## config.mk

```make
export PLATFORM = sky130hd
export DESIGN_NAME = mmss_timer
export DESIGN_NICKNAME = d
export VERILOG_FILES = /design/src/rtl/timer_pkg.sv /design/src/rtl/bcd_digit_cell.sv /design/src/rtl/mmss_timer.sv
export SDC_FILE = /design/constraint.sdc
export NUM_CORES = 1
export LEC_CHECK = 0
export BUFFER_PORTS_ARGS = -buffer_cell sky130_fd_sc_hd__buf_2
export CAP_MARGIN = 20
export CORE_MARGIN = 2
export CORE_UTILIZATION = 61
export DETAILED_ROUTE_END_ITERATION = 12
export HOLD_SLACK_MARGIN = 0.05
export MAX_ROUTING_LAYER = met4
export PLACE_DENSITY = 0.9
export SLEW_MARGIN = 25
export SYNTH_ARGS = -nofsm -noshare
export SYNTH_HDL_FRONTEND = slang
export SYNTH_SLANG_ARGS = --single-unit
```

## constraint.sdc

```tcl
create_clock -name clk -period 7.43 [get_ports clk]
set_input_delay 1.1145 -clock clk [delete_from_list [all_inputs] [get_ports clk]]
set_output_delay 1.1145 -clock clk [all_outputs]
set_load 0.01 [all_outputs]
```

## src/rtl/timer_pkg.sv

```systemverilog
// ============================================================================
// Module      : timer_pkg
// Description : Shared types, digit moduli and terminal-word helper for the
//               MM:SS timer.
// Revision    : 1.0 - initial release
// ============================================================================
`default_nettype none

package timer_pkg;

  typedef enum logic [1:0] {
    ST_IDLE  = 2'd0,
    ST_RUN   = 2'd1,
    ST_PAUSE = 2'd2,
    ST_DONE  = 2'd3
  } state_t;

  localparam int c_mod_ten = 10;
  localparam int c_mod_six = 6;

  // Counting up stops at the top of the range, counting down stops at 00:00.
  function automatic logic [15:0] terminal_word(input logic up, input int tens_mod);
    logic [3:0] tens_max;
    tens_max = 4'(tens_mod - 1);
    return up ? {tens_max, 4'd9, 4'd5, 4'd9} : 16'h0000;
  endfunction

endpackage

`default_nettype wire

```

## src/rtl/bcd_digit_cell.sv

```systemverilog
// ============================================================================
// Module      : bcd_digit_cell
// Description : One BCD digit of modulus MOD; combinational up/down step with
//               carry/borrow out for chaining.
// Revision    : 1.0 - initial release
// ============================================================================
`default_nettype none

module bcd_digit_cell #(
  parameter int MOD = 10
) (
  input  logic [3:0] digit,
  input  logic       step,
  input  logic       up,
  output logic [3:0] next,
  output logic       carry
);

  localparam logic [3:0] c_max = 4'(MOD - 1);

  always_comb begin
    next  = digit;
    carry = 1'b0;
    if (step) begin
      if (up) begin
        if (digit == c_max) begin
          next  = 4'd0;
          carry = 1'b1;
        end else begin
          next = digit + 4'd1;
        end
      end else begin
        if (digit == 4'd0) begin
          next  = c_max;
          carry = 1'b1;
        end else begin
          next = digit - 4'd1;
        end
      end
    end
  end

endmodule

`default_nettype wire

```

## src/rtl/mmss_timer.sv

```systemverilog
// ============================================================================
// Module      : mmss_timer
// Description : MM:SS countdown/stopwatch with run-control FSM, tick divider,
//               edit path and terminal-count pulse.
// Revision    : 1.0 - initial release
// ============================================================================
`default_nettype none

module mmss_timer
  import timer_pkg::*;
#(
  parameter int CLK_FREQ     = 100000000,
  parameter int TICK_HZ      = 1,
  parameter int MIN_TENS_MOD = 6
) (
  input  logic        clk,
  input  logic        rst_n,
  input  logic        clear,
  input  logic        start,
  input  logic        stop,
  input  logic        mode_up,
  input  logic        inc,
  input  logic        dec,
  input  logic        min,
  output logic [15:0] time_reading,
  output logic        complete,
  output logic        running,
  output logic [1:0]  state
);

  localparam int c_div   = CLK_FREQ / TICK_HZ;
  localparam int c_cnt_w = $clog2(c_div);
  localparam logic [c_cnt_w-1:0] c_reload = c_cnt_w'(c_div - 1);

  state_t             r_state, w_state_next;
  logic [15:0]        r_time, w_time_next;
  logic [c_cnt_w-1:0] r_cnt, w_cnt_next;
  logic               r_mode_up, w_mode_next;
  logic               r_complete, w_complete_next;
  logic               r_running;

  logic        w_tick;
  logic        w_up;
  logic        w_edit_min;
  logic [15:0] w_stepped;
  logic        w_c0, w_c1, w_c2, w_c3;

  assign w_tick     = (r_cnt == '0);
  assign w_up       = (r_state == ST_RUN) ? r_mode_up : inc;
  assign w_edit_min = (r_state != ST_RUN) && min;

  // The chain always produces the one-step neighbour; the FSM decides whether to take it.
  bcd_digit_cell #(.MOD(c_mod_ten)) u_ones_sec (
    .digit (r_time[3:0]),   .step (~w_edit_min),       .up (w_up),
    .next  (w_stepped[3:0]), .carry (w_c0)
  );
  bcd_digit_cell #(.MOD(c_mod_six)) u_tens_sec (
    .digit (r_time[7:4]),   .step (w_c0),              .up (w_up),
    .next  (w_stepped[7:4]), .carry (w_c1)
  );
  bcd_digit_cell #(.MOD(c_mod_ten)) u_ones_min (
    .digit (r_time[11:8]),  .step (w_c1 | w_edit_min), .up (w_up),
    .next  (w_stepped[11:8]), .carry (w_c2)
  );
  bcd_digit_cell #(.MOD(MIN_TENS_MOD)) u_tens_min (
    .digit (r_time[15:12]), .step (w_c2),              .up (w_up),
    .next  (w_stepped[15:12]), .carry (w_c3)
  );

  always_comb begin
    w_state_next    = r_state;
    w_time_next     = r_time;
    w_cnt_next      = r_cnt;
    w_mode_next     = r_mode_up;
    w_complete_next = 1'b0;
    if (clear) begin
      w_state_next = ST_IDLE;
      w_time_next  = 16'h0000;
      w_cnt_next   = c_reload;
    end else begin
      case (r_state)
        ST_IDLE, ST_PAUSE: begin
          if (stop) begin
            w_state_next = r_state;
          end else if (start) begin
            w_mode_next = mode_up;
            w_cnt_next  = c_reload;
            if (r_time == terminal_word(mode_up, MIN_TENS_MOD)) begin
              w_state_next    = ST_DONE;
              w_complete_next = 1'b1;
            end else begin
              w_state_next = ST_RUN;
            end
          end else if (inc ^ dec) begin
            w_time_next = w_stepped;
          end
        end
        ST_RUN: begin
          if (w_tick) begin
            w_cnt_next = c_reload;
            if (stop) begin
              w_state_next = ST_PAUSE;
            end else begin
              w_time_next = w_stepped;
              if (w_stepped == terminal_word(r_mode_up, MIN_TENS_MOD)) begin
                w_state_next    = ST_DONE;
                w_complete_next = 1'b1;
              end
            end
          end else if (stop) begin
            w_state_next = ST_PAUSE;
          end else begin
            w_cnt_next = r_cnt - 1'b1;
          end
        end
        ST_DONE: begin
          w_state_next = ST_DONE;
        end
      endcase
    end
  end

  always_ff @(posedge clk or negedge rst_n) begin
    if (!rst_n) begin
      r_state    <= ST_IDLE;
      r_time     <= 16'h0000;
      r_cnt      <= c_reload;
      r_mode_up  <= 1'b0;
      r_complete <= 1'b0;
      r_running  <= 1'b0;
    end else begin
      r_state    <= w_state_next;
      r_time     <= w_time_next;
      r_cnt      <= w_cnt_next;
      r_mode_up  <= w_mode_next;
      r_complete <= w_complete_next;
      r_running  <= (w_state_next == ST_RUN);
    end
  end

  assign time_reading = r_time;
  assign complete     = r_complete;
  assign running      = r_running;
  assign state        = r_state;

endmodule

`default_nettype wire

```

; Yosys cells after proc, flatten, opt, wreduce, memory -nomap -nowiden
; Index checks and enable logic that the tools add are counted.
[word_totals]
elab_cells = 110
regBits = 48
input_bits = 9
[op_classes]
bitwise_logic = 4
addsub = 9
n_reduce_logical = 12
mux = 61
eq_ne = 18
[ops]
columns = cell, n
row1 = 27-bit two-way mux, 5
row2 = 16-bit two-way mux, 6
row3 = 4-bit two-way mux, 16
row4 = 27-bit one-hot mux with 2 select lines, 1
row5 = 16-bit by 15-bit equality test with 1-bit output, 2
row6 = 16-bit one-hot mux with 2 select lines, 1
row7 = 15-bit two-way mux, 2
row8 = 27-bit logical NOT, 1
row9 = 27-bit by 1-bit subtractor with 27-bit output (second input constant), 1
row10 = 1-bit two-way mux, 20
row11 = 3-bit inequality test (second input constant), 6
row12 = 4-bit by 1-bit adder with 4-bit output (second input constant), 4
row13 = 4-bit logical NOT, 4
row14 = 2-bit two-way mux, 8
row15 = 4-bit by 1-bit subtractor with 4-bit output (second input constant), 4
row16 = 4-bit by 3-bit equality test with 1-bit output (second input constant), 2
row17 = 4-bit equality test (second input constant), 2
row18 = 4-bit AND reduction, 2
row19 = 2-bit one-hot mux with 3 select lines, 1
row20 = 6-bit AND reduction, 1
row21 = 2-bit by 1-bit equality test with 1-bit output (second input constant), 2
row22 = 2-bit equality test (second input constant), 2
row23 = 4-bit inequality test (second input constant), 1
row24 = 3-bit nonzero test, 1
row25 = other kinds (8), 9

; Depth between registers and ports, before layout
[logic_depth]
ltp_word = 15
depth_mapped = 12
depth_no_buf = 10

; By module
; A second synthesis with hierarchy kept.
[hier_totals]
cells_unflattened = 428
hier_area_um2 = 3781.1
[modules_own_cells]
columns = module, instances, cells_each, area_per_inst_um2
row1 = mmss_timer, 1, 304, 2917.8
row2 = bcd_digit_cell at u_ones_min ..., 2, 31, 216.5
row3 = bcd_digit_cell at u_tens_min ..., 2, 31, 215.2

; Worst setup path before layout
; OpenSTA, ideal clock, no wires.
[synth_timing]
path_kind = input-to-reg
startpoint = in inc
endpoint = reg r_running (netlist: running)
stages = 10
arrival_time_ps = 3142
n_path_buf = 3
setup_time_ps = 120
setup_slack_ps = 4168
cell_sequence = clkbuf_1 a21o_1 buf_6 a311o_1 buf_6 or2_0 a2111oi_0 and4_1 o2111ai_1 and3_1
[synth_via]
elab_chain_cells = 14
elab_cells_between_ends = 23
classes_between = 2 x eq/ne / 20 x mux / 1 x bitwise
[synth_lines]
columns = item, line_no
row1 = start: declaration, mmss_timer.sv:22  ; input logic inc,
row2 = 1-bit two-way mux (*), mmss_timer.sv:49  ; assign w_up = (r_state == ST_RUN) ? r_mode_up : inc;
row3 = 1-bit two-way mux, bcd_digit_cell.sv:25  ; if (up) begin
row4 = 1-bit two-way mux (2 in series), bcd_digit_cell.sv:24  ; if (step) begin
row5 = 1-bit OR, mmss_timer.sv:62  ; .digit (r_time[11:8]), .step (w_c1 | w_edit_min), .up (w_up),
row6 = 1-bit two-way mux, bcd_digit_cell.sv:24
row7 = 4-bit two-way mux, bcd_digit_cell.sv:24
row8 = 16-bit by 15-bit equality test with 1-bit output (*), mmss_timer.sv:105  ; if (w_stepped == terminal_word(r_mode_up, MIN_TENS_MOD)) begin
row9 = 2-bit two-way mux (*), mmss_timer.sv:105
row10 = 2-bit two-way mux (*), mmss_timer.sv:101  ; if (stop) begin
row11 = 2-bit two-way mux (*), mmss_timer.sv:99  ; if (w_tick) begin
row12 = 2-bit one-hot mux with 3 select lines (*), mmss_timer.sv:81  ; case (r_state)
row13 = 2-bit two-way mux (*), mmss_timer.sv:76  ; if (clear) begin
row14 = 2-bit by 1-bit equality test with 1-bit output (*), mmss_timer.sv:137  ; r_running <= (w_state_next == ST_RUN);
row15 = end signal: assignment, mmss_timer.sv:137
row16 = end: declaration, mmss_timer.sv:40  ; logic r_running;
; Every way passes the cells marked *; elsewhere a longest branch is shown, timed or not.
; A chain may end at the register's enable or synchronous reset.

; Worst setup path in the final report
[layout_timing]
startpoint = reg r_state[0] (netlist: state[0])
endpoint = reg r_running (netlist: running)
[layout_via]
elab_chain_cells = 15
elab_cells_between_ends = 33
classes_between = 6 x eq/ne / 23 x mux / 1 x bitwise / 3 x reduce/logical
[layout_lines]
columns = item, line_no
row1 = start: declaration, mmss_timer.sv:35  ; state_t r_state, w_state_next;
row2 = start signal: assignment, mmss_timer.sv:132  ; r_state <= w_state_next;
row3 = 2-bit by 1-bit equality test with 1-bit output, "mmss_timer.sv:49, mmss_timer.sv:81"
row4 = 1-bit two-way mux, mmss_timer.sv:49
row5 = 1-bit two-way mux, bcd_digit_cell.sv:25
row6 = 1-bit two-way mux (2 in series), bcd_digit_cell.sv:24
row7 = 1-bit OR, mmss_timer.sv:62
row8 = 1-bit two-way mux, bcd_digit_cell.sv:24
row9 = 4-bit two-way mux, bcd_digit_cell.sv:24
row10 = 16-bit by 15-bit equality test with 1-bit output, mmss_timer.sv:105
row11 = 2-bit two-way mux, mmss_timer.sv:105
row12 = 2-bit two-way mux, mmss_timer.sv:101
row13 = 2-bit two-way mux, mmss_timer.sv:99
row14 = 2-bit one-hot mux with 3 select lines (*), mmss_timer.sv:81
row15 = 2-bit two-way mux (*), mmss_timer.sv:76
row16 = 2-bit by 1-bit equality test with 1-bit output (*), mmss_timer.sv:137
; Marks and branches as above.

==> reports/metrics.csv <==
stage,metric,value,unit
logic_synthesis,syn avg cell area,8.206,sq um
finish,number of diodes,0,
logic_synthesis,Syn Nets,441,
route,Antenna Nets Post-Route,0,
clock_network,clock root buffer,clkbuf_8,
global_routing,Total Routing Usage GR,28.09,%
logic_synthesis,Area contributors post-synth,"dfrtp_1, dfstp_2, xnor2_1",
setup_path,CP endpoint kind,register,
floorplanning,Core Rows,27,
power,Leakage,1.505,nW
clock_network,Hold Buf Count CTS,0,
floorplanning,I/O pin count,29,
route,Vias/cell,6.469,
sta,WHS,0.4846,ns
setup_path,Worst path most repeated cell,o2111ai_1,
finish,"Design Area, Final",3725,sq um
logic_synthesis,sequential fraction of the synthesis area,34.72,%
global_routing,Overflow after GRT,0,
finish,share of cells above drive strength 1,17.12,%
setup_path,crit path max-delay cell type,a21o_1,
finish,Final nets,448,
floorplanning,DIE WIDTH,80.06,um
power,internal power,379.4,uW
route,total wire length,8.330,mm
floorplanning,Core Region,5540,sq um
global_routing,largest net degree at the start of global routing,49,
clock_network,CTS sink cnt,48,
placement,dpl cell area,3627,sq um
flow_run,maxcap violations,0,
sta,TNS Setup,0,ns
clock_network,CTS tree,done,
sta,Clock Skew,0.01164,ns
route,Residual DRC,0,
power,Gate power share,18.6,%
setup_path,CP Class,register to register,
clock_network,CTS H-tree depth,2,
logic_synthesis,"Primary FF master, synth",dfrtp_1,
run_status,run status,finished clean,
setup_path,CP required,7.63,ns
placement,placed cells,502,
finish,filler cell count,454,
power,peak supply drop,134.8,uV
floorplanning,die footprint,6409,sq um
route,total number of vias,3299,
hold_path,Tightest Hold Check Type,register to register,
clock_network,post-cts resize count,0,
logic_synthesis,Post-synth ARST share,100.0,%
sta,Slew Limit Fails,0,
sta,final hold vios,0,
route,WL/cell,16.33,um
placement,# port buffers,28,
sta,Slew @ Worst Pin,0.9311,ns
clock_network,CTS buffer count,5,
logic_synthesis,Yosys reg bits,48,
sta,Final WS setup,3.980,ns
logic_synthesis,Yosys top cell area share,20.57,%
finish,final core utilization,67.23,%
setup_path,crit-path max cell delay,0.55,ns
sta,Max Freq,289.8,MHz
global_routing,first-pass GRT wire length,13.93,mm
finish,"commonest non-fill, non-tap cell in the layout",nor2_1,
sta,endpoints failing setup,0,
setup_path,crit path DAT,3.65,ns
placement,Post-Place Worst Slack,3.780,ns
logic_synthesis,Yosys top cell by area,dfrtp_1,
power,pwr/cell area,145.7,nW/um^2
sta,min Tclk post-route,3.450,ns
logic_synthesis,Post-synth EDFFs,0,
floorplanning,Initial Utilization,63.69,%
placement,Placer Congestion,0.9258,
finish,Layout area overhead,5.567,%
placement,post-DP HPWL,5.782,mm
power,Final Power,542.7,uW
clock_network,deepest clock path buffer count,2,
setup_path,critical path launch point type,register,
finish,highest-count cells in the layout ignoring fill and taps,"nor2_1, nand2_1, dfrtp_1",
power,Flop pwr share,51.3,%
global_routing,initial antenna violation count,0,
sta,slew margin rel.,37.93,%
setup_path,CP cell instances,or2b_1 > a21o_1 > a311o_1 > o2111ai_1 > a2111oi_0 > and4_1 > o2111ai_1 > and3_1,
finish,Finished Layout Cells,510,
logic_synthesis,YS warnings,0,
sta,final worst-path cycle share,46.44,%
power,clock share of power,30.1,%
route,starting DRC count in detailed routing,362,
logic_synthesis,cell area after synthesis,3528,sq um
floorplanning,Die Height,80.06,um
logic_synthesis,Yosys cell types,71,
clock_network,"Clk pin slew, worst setup/hold paths",0.09,ns
setup_path,"critical path fanouts, max",17,
route,DRT Pass-1 Iters,4,
power,sw power,163.3,uW
power,Sw Ratio,30.10,%
clock_network,Post-CTS Setup Repair Bufs,0,
clock_network,worst skew pair latency,0.30,ns
global_routing,via count of the first global-routing pass,2968,
sta,RSZ-0062 raised after global routing,false,
logic_synthesis,Synth Instances,430,
-- flip-flops by register name (all words and copies together) (netlist names) --
signal and cells:
r_mode_up 1, complete 1, r_cnt 27, running 1
time_reading 16, state 2
-- synthesized netlist by cell type (12+ instances only) --
library cell,number
o21ai_0,24
dfrtp_1,29
clkbuf_1,23
nand2_1,39
a21oi_1,28
nor2_1,48
nor4_1,12
dfstp_2,19
and3_1,12
nor3_1,16
or3_1,12
xnor2_1,24
-- logic make-up (layout without fill, tap and decap cells) --
family                     Yosys count  in the layout  share of synthesized area (%)
and+or+nand+nor                    192            192                          28.87
AOI/OAI and AO/OA                  111            111                          20.78
DFF                                 48             48                          34.72
buffers and inverters               39             47                          5.106
xor gates and xnor gates            28             28                          6.950
muxes                               10             10                          2.872
adders and majority gates            2              2                         0.7091
-- area by class of cell --
class | count | area (sq um) | share of cell area (%)
flip-flops and latches | 48 | 1225 | 32.89
clock buffers | 6 | 82.58 | 2.217
well taps | 72 | 90.09 | 2.419
clock inverters | 2 | 10.01 | 0.2687
repair buffers | 30 | 155.1 | 4.165
inverters | 9 | 33.78 | 0.9070
multi-input cells | 343 | 2128 | 57.14
-- worst paths after layout --
path                               start               to  slack, ns  depth (start not counted)
worst max-delay path            state[0]          running       3.98                          8
max in group asynchronous          rst_n         r_cnt[9]       6.11                          2
worst max register to register  state[0]          running       3.98                          8
worst min register to register  r_cnt[6]         r_cnt[6]       0.48                          2
min in group asynchronous          rst_n  time_reading[3]       0.90                          2
worst min-delay path            r_cnt[6]         r_cnt[6]       0.48                          2
-- metal layers --
layer / wire length [um] / vias to the layer above / track usage [%]
met2: 4045 / 118 / 44.92
met4: 160 / 0 / 10.34
met3: 510 / 17 / 4.494
li1: - / 1590 / -
met5: 0 / - / -
met1: 3614 / 1574 / 36.25
-- critical path: cells and delay by family (launching register included) --
family             cells  cell delay, ns
AOI/OAI and AO/OA      5            1.83
DFF                    1            0.50
and+or+nand+nor        3            1.01
-- power groups by stage --
stage               combinational (mW)  clock (mW)  sequential, mW
floorplan                       0.0801           0           0.278
global placement                0.0972           0           0.283
detailed placement              0.0990           0           0.283
CTS                             0.0994       0.167           0.278
global route                     0.111       0.186           0.280
finish                           0.101       0.163           0.279
(Power assumes the default switching activity.)
